==> src/rtl/ex_muldiv_ctrl.sv <==
// Iterative RV32M multiply/divide sequencer: 32-step shift-add multiply and
// restoring divide, stalling the pipeline until the result is ready.
module ex_muldiv_ctrl #(
  parameter int XLEN  = 32,
  parameter int CNT_W = 5
) (
  input  logic            clk,
  input  logic            rst,
  input  logic            start,
  input  logic [2:0]      op,
  input  logic [XLEN-1:0] rs1_data,
  input  logic [XLEN-1:0] rs2_data,
  input  logic            flush,
  output logic            stall,
  output logic            done,
  output logic [XLEN-1:0] result
);

  typedef enum logic [1:0] {IDLE, CALC, SIGN, DONE} state_t;

  localparam logic [2:0] OP_MUL    = 3'b000;
  localparam logic [2:0] OP_MULH   = 3'b001;
  localparam logic [2:0] OP_MULHSU = 3'b010;
  localparam logic [2:0] OP_MULHU  = 3'b011;
  localparam logic [2:0] OP_DIV    = 3'b100;
  localparam logic [2:0] OP_DIVU   = 3'b101;
  localparam logic [2:0] OP_REM    = 3'b110;

  state_t              state_reg;
  logic [2:0]          op_reg;
  logic                neg_reg;
  logic [CNT_W-1:0]    cnt_reg;
  logic [XLEN-1:0]     mcand_reg;   // multiplicand or divisor magnitude
  logic [2*XLEN-1:0]   prod_reg;
  logic [XLEN-1:0]     rem_reg;
  logic [XLEN-1:0]     quo_reg;
  logic                done_reg;
  logic [XLEN-1:0]     result_reg;

  // Operand decode for the instruction presented in EX
  logic            a_signed, b_signed, sign_a, sign_b;
  logic [XLEN-1:0] mag_a, mag_b;
  logic            neg_res, div_zero, div_ovf;
  logic [XLEN-1:0] special_val;

  assign a_signed = (op == OP_MULH) || (op == OP_MULHSU) || (op == OP_DIV) || (op == OP_REM);
  assign b_signed = (op == OP_MULH) || (op == OP_DIV) || (op == OP_REM);
  assign sign_a   = a_signed & rs1_data[XLEN-1];
  assign sign_b   = b_signed & rs2_data[XLEN-1];
  assign mag_a    = sign_a ? -rs1_data : rs1_data;
  assign mag_b    = sign_b ? -rs2_data : rs2_data;

  always_comb begin
    neg_res = 1'b0;
    case (op)
      OP_MUL, OP_MULH: neg_res = sign_a ^ sign_b;
      OP_MULHSU:       neg_res = sign_a;
      OP_DIV:          neg_res = (sign_a ^ sign_b) & (rs2_data != '0);
      OP_REM:          neg_res = sign_a;
      default:         neg_res = 1'b0;
    endcase
  end

  assign div_zero = op[2] & (rs2_data == '0);
  assign div_ovf  = op[2] & ~op[0] & (rs1_data == {1'b1, {(XLEN-1){1'b0}}}) & (rs2_data == '1);
  // Overflow quotient is rs1 itself (the most negative value); overflow remainder is 0
  assign special_val = div_zero ? (op[1] ? rs1_data : '1) : (op[1] ? '0 : rs1_data);

  // One multiply step: conditional add into the upper half, then shift right
  logic [XLEN:0]     mul_sum;
  logic [2*XLEN-1:0] mul_next;
  assign mul_sum  = {1'b0, prod_reg[2*XLEN-1:XLEN]} + {1'b0, mcand_reg};
  assign mul_next = prod_reg[0] ? {mul_sum, prod_reg[XLEN-1:1]} : {1'b0, prod_reg[2*XLEN-1:1]};

  // One restoring-divide step; the kept difference is always below the divisor
  logic [XLEN:0]   rem_sh;
  logic            div_ok;
  logic [XLEN-1:0] rem_sub;
  assign rem_sh  = {rem_reg, quo_reg[XLEN-1]};
  assign div_ok  = rem_sh >= {1'b0, mcand_reg};
  assign rem_sub = rem_sh[XLEN-1:0] - mcand_reg;

  logic [2*XLEN-1:0] prod_fin;
  logic [XLEN-1:0]   quo_fin, rem_fin, sign_val;
  assign prod_fin = neg_reg ? -prod_reg : prod_reg;
  assign quo_fin  = neg_reg ? -quo_reg : quo_reg;
  assign rem_fin  = neg_reg ? -rem_reg : rem_reg;

  always_comb begin
    sign_val = '0;
    case (op_reg)
      OP_MUL:                     sign_val = prod_fin[XLEN-1:0];
      OP_MULH, OP_MULHSU, OP_MULHU: sign_val = prod_fin[2*XLEN-1:XLEN];
      OP_DIV, OP_DIVU:            sign_val = quo_fin;
      default:                    sign_val = rem_fin;
    endcase
  end

  always_ff @(posedge clk) begin
    if (rst) begin
      state_reg  <= IDLE;
      op_reg     <= '0;
      neg_reg    <= 1'b0;
      cnt_reg    <= '0;
      mcand_reg  <= '0;
      prod_reg   <= '0;
      rem_reg    <= '0;
      quo_reg    <= '0;
      done_reg   <= 1'b0;
      result_reg <= '0;
    end else begin
      done_reg <= 1'b0;
      if (flush) begin
        state_reg <= IDLE;
      end else begin
        case (state_reg)
          IDLE: begin
            if (start) begin
              op_reg    <= op;
              neg_reg   <= neg_res;
              cnt_reg   <= '0;
              mcand_reg <= op[2] ? mag_b : mag_a;
              prod_reg  <= {{XLEN{1'b0}}, mag_b};
              rem_reg   <= '0;
              quo_reg   <= mag_a;
              if (div_zero || div_ovf) begin
                result_reg <= special_val;
                done_reg   <= 1'b1;
                state_reg  <= DONE;
              end else begin
                state_reg <= CALC;
              end
            end
          end
          CALC: begin
            cnt_reg <= cnt_reg + CNT_W'(1);
            if (op_reg[2]) begin
              rem_reg <= div_ok ? rem_sub : rem_sh[XLEN-1:0];
              quo_reg <= {quo_reg[XLEN-2:0], div_ok};
            end else begin
              prod_reg <= mul_next;
            end
            if (cnt_reg == CNT_W'(XLEN-1)) state_reg <= SIGN;
          end
          SIGN: begin
            result_reg <= sign_val;
            done_reg   <= 1'b1;
            state_reg  <= DONE;
          end
          DONE: state_reg <= IDLE;
          default: state_reg <= IDLE;
        endcase
      end
    end
  end

  assign stall  = ~rst & ~flush &
                  (((state_reg == IDLE) & start) | (state_reg == CALC) | (state_reg == SIGN));
  assign done   = done_reg;
  assign result = result_reg;

endmodule

==> config.mk <==
export PLATFORM = sky130hd
export DESIGN_NAME = ex_muldiv_ctrl
export DESIGN_NICKNAME = d
export VERILOG_FILES = /design/src/rtl/ex_muldiv_ctrl.sv
export SDC_FILE = /design/constraint.sdc
export NUM_CORES = 1
export LEC_CHECK = 0
export CORE_MARGIN = 2
export CORE_UTILIZATION = 60
export CTS_BUF_LIST = sky130_fd_sc_hd__clkbuf_4 sky130_fd_sc_hd__clkbuf_8 sky130_fd_sc_hd__clkbuf_16
export DETAILED_ROUTE_END_ITERATION = 16
export PLACE_DENSITY = 0.8
export SETUP_SLACK_MARGIN = 0.2
export SLEW_MARGIN = 20
export SYNTH_ARGS = -nofsm -noshare
export SYNTH_HDL_FRONTEND = slang
export SYNTH_SLANG_ARGS = --single-unit
==> constraint.sdc <==
create_clock -name clk -period 5.4 [get_ports clk]
set_clock_uncertainty 0.2 [all_clocks]
set_input_delay 1.08 -clock clk [delete_from_list [all_inputs] [get_ports clk]]
set_output_delay 1.08 -clock clk [all_outputs]
set_load 0.03 [all_outputs]
### After elaboration in Yosys (flattened, before gate mapping)

Index checks and enable logic that the tools add are counted.

| word-level totals | value |
|---|---|
| flip-flop bits (word level) | 204 |
| latch bits | 0 |
| RAM bits | 0 |
| bits in read-only memories | 0 |
| output and inout bits | 34 |
| word-level logic and storage cells | 113 |
| memories | 0 |

| operators by class | value |
|---|---|
| add/sub/neg operators | 8 |
| multipliers | 0 |
| div/mod/pow operators | 0 |
| magnitude comparators | 1 |
| equality and inequality tests | 20 |
| shift operators | 0 |
| mux-type cells | 34 |
| bitwise gates (word level) | 16 |
| reduce and logical (&&, ||, !) cells | 24 |

Operator list:

| operator | count |
|---|---|
| 32-bit two-way mux | 15 |
| 64-bit two-way mux | 4 |
| 32-bit case mux with 2 select lines | 3 |
| 32-bit negation | 4 |
| 64-bit case mux with 2 select lines | 1 |
| 32-bit case mux with 3 select lines | 1 |
| 32-bit == test, second input constant | 2 |
| 64-bit negation | 1 |
| 32-bit by 32-bit adder with 33-bit output | 1 |
| 33-bit by 32-bit greater-or-equal comparator with 1-bit output | 1 |
| 32-bit logical NOT | 1 |
| 32-bit nonzero test | 1 |
| 32-bit subtractor | 1 |
| 3-bit == test, second input constant | 4 |
| 4-bit AND reduction | 3 |
| 1-bit AND | 10 |
| 2-bit inequality test, second input constant | 5 |
| 5-bit case mux with 2 select lines | 1 |
| 3-bit by 2-bit == test with 1-bit output, second input constant | 3 |
| 2-bit case mux with 4 select lines | 1 |
| 2-bit OR reduction | 4 |
| 3-bit by 1-bit == test with 1-bit output, second input constant | 2 |
| 3-bit logical NOT | 2 |
| 1-bit logical OR | 6 |
| other kinds (17) | 26 |

### Depth between registers and ports, before layout

| logic depth | value |
|---|---|
| depth after elaboration | 8 |
| mapped depth | 14 |

### Worst setup path before layout

No wires, ideal clock.

| timing | value |
|---|---|
| path kind | in2reg |
| from | in rs1_data[16] |
| to | reg result_reg[4] (netlist: result[4]) |
| setup time | 0.117 ns |
| arrival | 3.543 ns |
| slack | 1.540 ns |
| stages on the path | 10 |
| path buffers | 2 |
| cells stage by stage | or4_1 or4_1 nor3_2 and4_1 nor2_1 o21ai_1 buf_2 nor2_1 clkbuf_1 a22o_1 |

| between the ends | value |
|---|---|
| longest elaborated chain between the ends | 6 |

Ends and longest elaborated chain:

| item | RTL line | text |
|---|---|---|
| start, declared | 11 | `input logic [XLEN-1:0] rs1_data,` |
| 32-bit == test | 65 | `assign div_ovf = op[2] & ~op[0] & (rs1_data == {1'b1, {(XLEN-1){1'b0}}}) & (rs2_data == '1);` |
| 1-bit AND (2 in series) | 65 |  |
| 1-bit logical OR | 126 | `if (div_zero \|\| div_ovf) begin` |
| 2-bit inequality test (no source line) | -- |  |
| 4-bit AND reduction (no source line) | -- |  |
| end signal, assigned | 127 | `result_reg <= special_val;` |
| end signal, assigned | 146 | `result_reg <= sign_val;` |
| end, declared | 38 | `logic [XLEN-1:0] result_reg;` |

Every way passes these cells.
A chain may end at the register's enable or synchronous reset.

### Worst setup path in the final report

| timing | value |
|---|---|
| from | in rs1_data[14] |
| to | reg result_reg[31] (netlist: result[31]) |

The elaborated chain is that of the path after synthesis.

==> out/metrics.cfg <==
[outcome]
outcome = completed

[grt]
grt_pass1_vias = 18300
grt_usage_pct = 47.0
grt_first_pass_wirelength_um = 112000
antenna_found_initial = 0
grt-ovfl-total = 0
grt_max_degree = 95

[cts]
cts_tree = yes
ctsLongestPathBuffers = 3
cts.clk_slew.worst_paths_ps = 60
numCtsBuffers = 23
root_buffer = clkbuf_16
postCtsResizedCells = 0
cts_sinks = 204
post_cts_buffers = 0
clk_latency_ps = 540
htree_num_levels = 1
ctsHoldBuffers = 0

[min_path]
hold_depth = 2
hold_end = result[28]
hold_class = register to register
hp-start = result[28]

[detailed_routing]
drc_errors = 0
viasPerCell = 7.01
first_iter_violations = 3250
routed_wl_um = 74900
firstDrtPassIters = 6
wl_per_cell_um = 25.9
vias = 20300
ant_nets = 0

[critical_path]
crit_path_cell_trace = clkdlybuf4s50_1 -> or4_1 -> or4_1 -> nor3_2 -> and4_1 -> nor2_1 -> o21ai_2 -> buf_4 -> o211ai_1 -> nor4_1 -> nor4_1
cpMaxStageDelayCell = or4_1
cp_data_arrival_time_ps = 4690
cpLargestDelayFamily = simple AND/OR/NAND/NOR gates
end_kind = register
cp_max_fo = 13
start_kind = input pin
worstReg2RegStart = prod_reg[4]
r2r_cells = 9
path_class = input pin to register
crit_buf_inv = 2
critical-path-max-stage-delay_ps = 620
reg2reg_to = result[6]
cp.required_ps = 5580
regToRegSetupSlack_ps = 1080

[pwr]
ir_drop_v = 0.000328
swShare_pct = 36.9
power.switching_mw = 1.87
clockPowerShare_pct = 35.5
p_int_mw = 3.20
p_comb_share_pct = 30.5
leakagePower_nw = 7.39
pwr-share-seq_pct = 34.0
p_per_area_nw_per_um2 = 256

[cells_and_area]
fin_cells = 2899
final_layout_size_suffix_gt1_share_pct = 5.09
final_common_cell = nand2_1
fill_cells = 2464
area_growth_pct = 11.7
design_area_um2 = 19800
largest_reg_flops = 64
mostFrequentLayoutCells = nand2_1 (363), a21oi_1 (234), nor2_1 (224)
finalNetCount = 2646

[floorplanning]
dieArea_um2 = 31000
die_y_um = 176
coreArea_um2 = 28900
start_util_pct = 61.3
ios = 105
rows = 62
die_w_um = 176

[synthesis]
synthDominantCellAreaShare_pct = 23.0
synth-seq-cells = 204
synth_area_leaders = dfxtp_1 (23%), nand2_1 (7.7%), a21oi_1 (6.6%)
synth_edf_count = 0
syn_inst = 2502
yosysUniqueCellTypes = 81
synth_ff_type = dfxtp_1
ys_warn_count = 0
synthArstFlopShare_pct = 0
avgSynthCellArea_um2 = 7.09
syn_nets = 2650
synth_area_um2 = 17700
seq_area_frac_synth_pct = 23.0
synth_area_leader_cell = dfxtp_1

[flow_run]
maxCapViolCount = 0

[timing]
min_period_over_period_pct = 83.6
fmax_mhz = 222
final-max-slew-violation-count = 0
tightestPinTransition_ps = 1110
post-route-min-period_ps = 4510
finalSetupViolations = 0
maxSlewHeadroom_pct = 26.0
hold_viol_final = 0
fin_setup_tns_ps = 0
rsz0062_at_grt = false

[placed_design]
portBuffers = 104
place_congestion = 1.10
dpl_cell_area_um2 = 19000
dpl.cell_count = 2857
hpwl_um = 57200

## cell usage after synthesis (all sizes together), types with 35 or more instances
cell / number
nand2: 363
a21oi: 235
nor2: 226
dfxtp: 204
o21ai: 182
clkbuf: 156
xor2: 108
xnor2: 100
nor3: 83
ha: 75
inv: 75
o211ai: 63
mux2i: 49
nand2b: 35
## tightest hold or removal path: stages (launching register included)
cell	delay, ps
dfxtp_1	310
nand2_1	50
o21ai_1	50
## how the worst max path moves through the flow
| stage | start | cells past startpoint | slack (ps) | to |
|---|---|---|---|---|
| final | rs1_data[14] | 11 | 890 | result[31] |
| after global routing | rs1_data[14] | 11 | 700 | result[31] |
| after global placement | rs1_data[14] | 11 | 600 | result[31] |
| after CTS | rs1_data[14] | 11 | 1040 | result[31] |
| after detailed placement | rs1_data[14] | 11 | 520 | result[31] |
| after floorplan | rs1_data[16] | 10 | 1540 | result[4] |
## cells by family (layout without fill, tap and decap cells)
group / Yosys count / after routing / share of synthesized area (%)
mux: 55 / 55 / 3.14
buf+inv: 251 / 263 / 5.36
simple gates: 913 / 913 / 23.9
other cells: 0 / 1 / 0
flops: 204 / 204 / 23.0
compound gates: 775 / 775 / 27.7
fa+ha+maj: 96 / 96 / 6.59
xor+xnor: 208 / 208 / 10.3
## final cells by class
| class | count | area [um2] | share of cell area [%] |
|---|---|---|---|
| Multi-Input combinational cell | 2047 | 12800 | 64.4 |
| Tap cell | 384 | 480 | 2.43 |
| Clock inverter | 11 | 189 | 0.954 |
| Sequential cell | 204 | 4090 | 20.6 |
| Antenna cell | 1 | 2.50 | 0.0126 |
| Timing Repair Buffer | 145 | 1350 | 6.83 |
| Clock buffer | 30 | 653 | 3.30 |
| Inverter | 77 | 289 | 1.46 |
## power by group through the flow
stage	Combinational (mW)	Clock (mW)	Sequential (mW)
after detailed placement	1.47	0	1.74
after floorplan	1.00	0	1.67
after global placement	1.45	0	1.74
final	1.55	1.80	1.72
after global routing	1.63	1.84	1.72
after CTS	1.48	1.78	1.71
## routing by layer
metal	track usage, %	wire, um	up-vias
li1	-	-	9068
met4	27.5	5380	0
met1	60.9	27900	9479
met5	0	0	-
met2	70.8	31500	1500
met3	12.0	10200	266
## stage by stage
| stage | hold slack (ps) | power (mW) | utilization (%) | setup WS [ps] |
|---|---|---|---|---|
| 6_report | 254 | 5.07 | 68.5 | 888 |
| 5_1_grt | 276 | 5.20 | 68.5 | 698 |
| 4_1_cts | 263 | 4.97 | 68.5 | 1040 |
| 3_5_place_dp | 255 | 3.21 | 65.6 | 524 |
| 3_3_place_gp | 242 | 3.19 | 65.6 | 595 |
| 2_1_floorplan | 232 | 2.67 | - | 1540 |
Power figures use the tool's default switching activity.
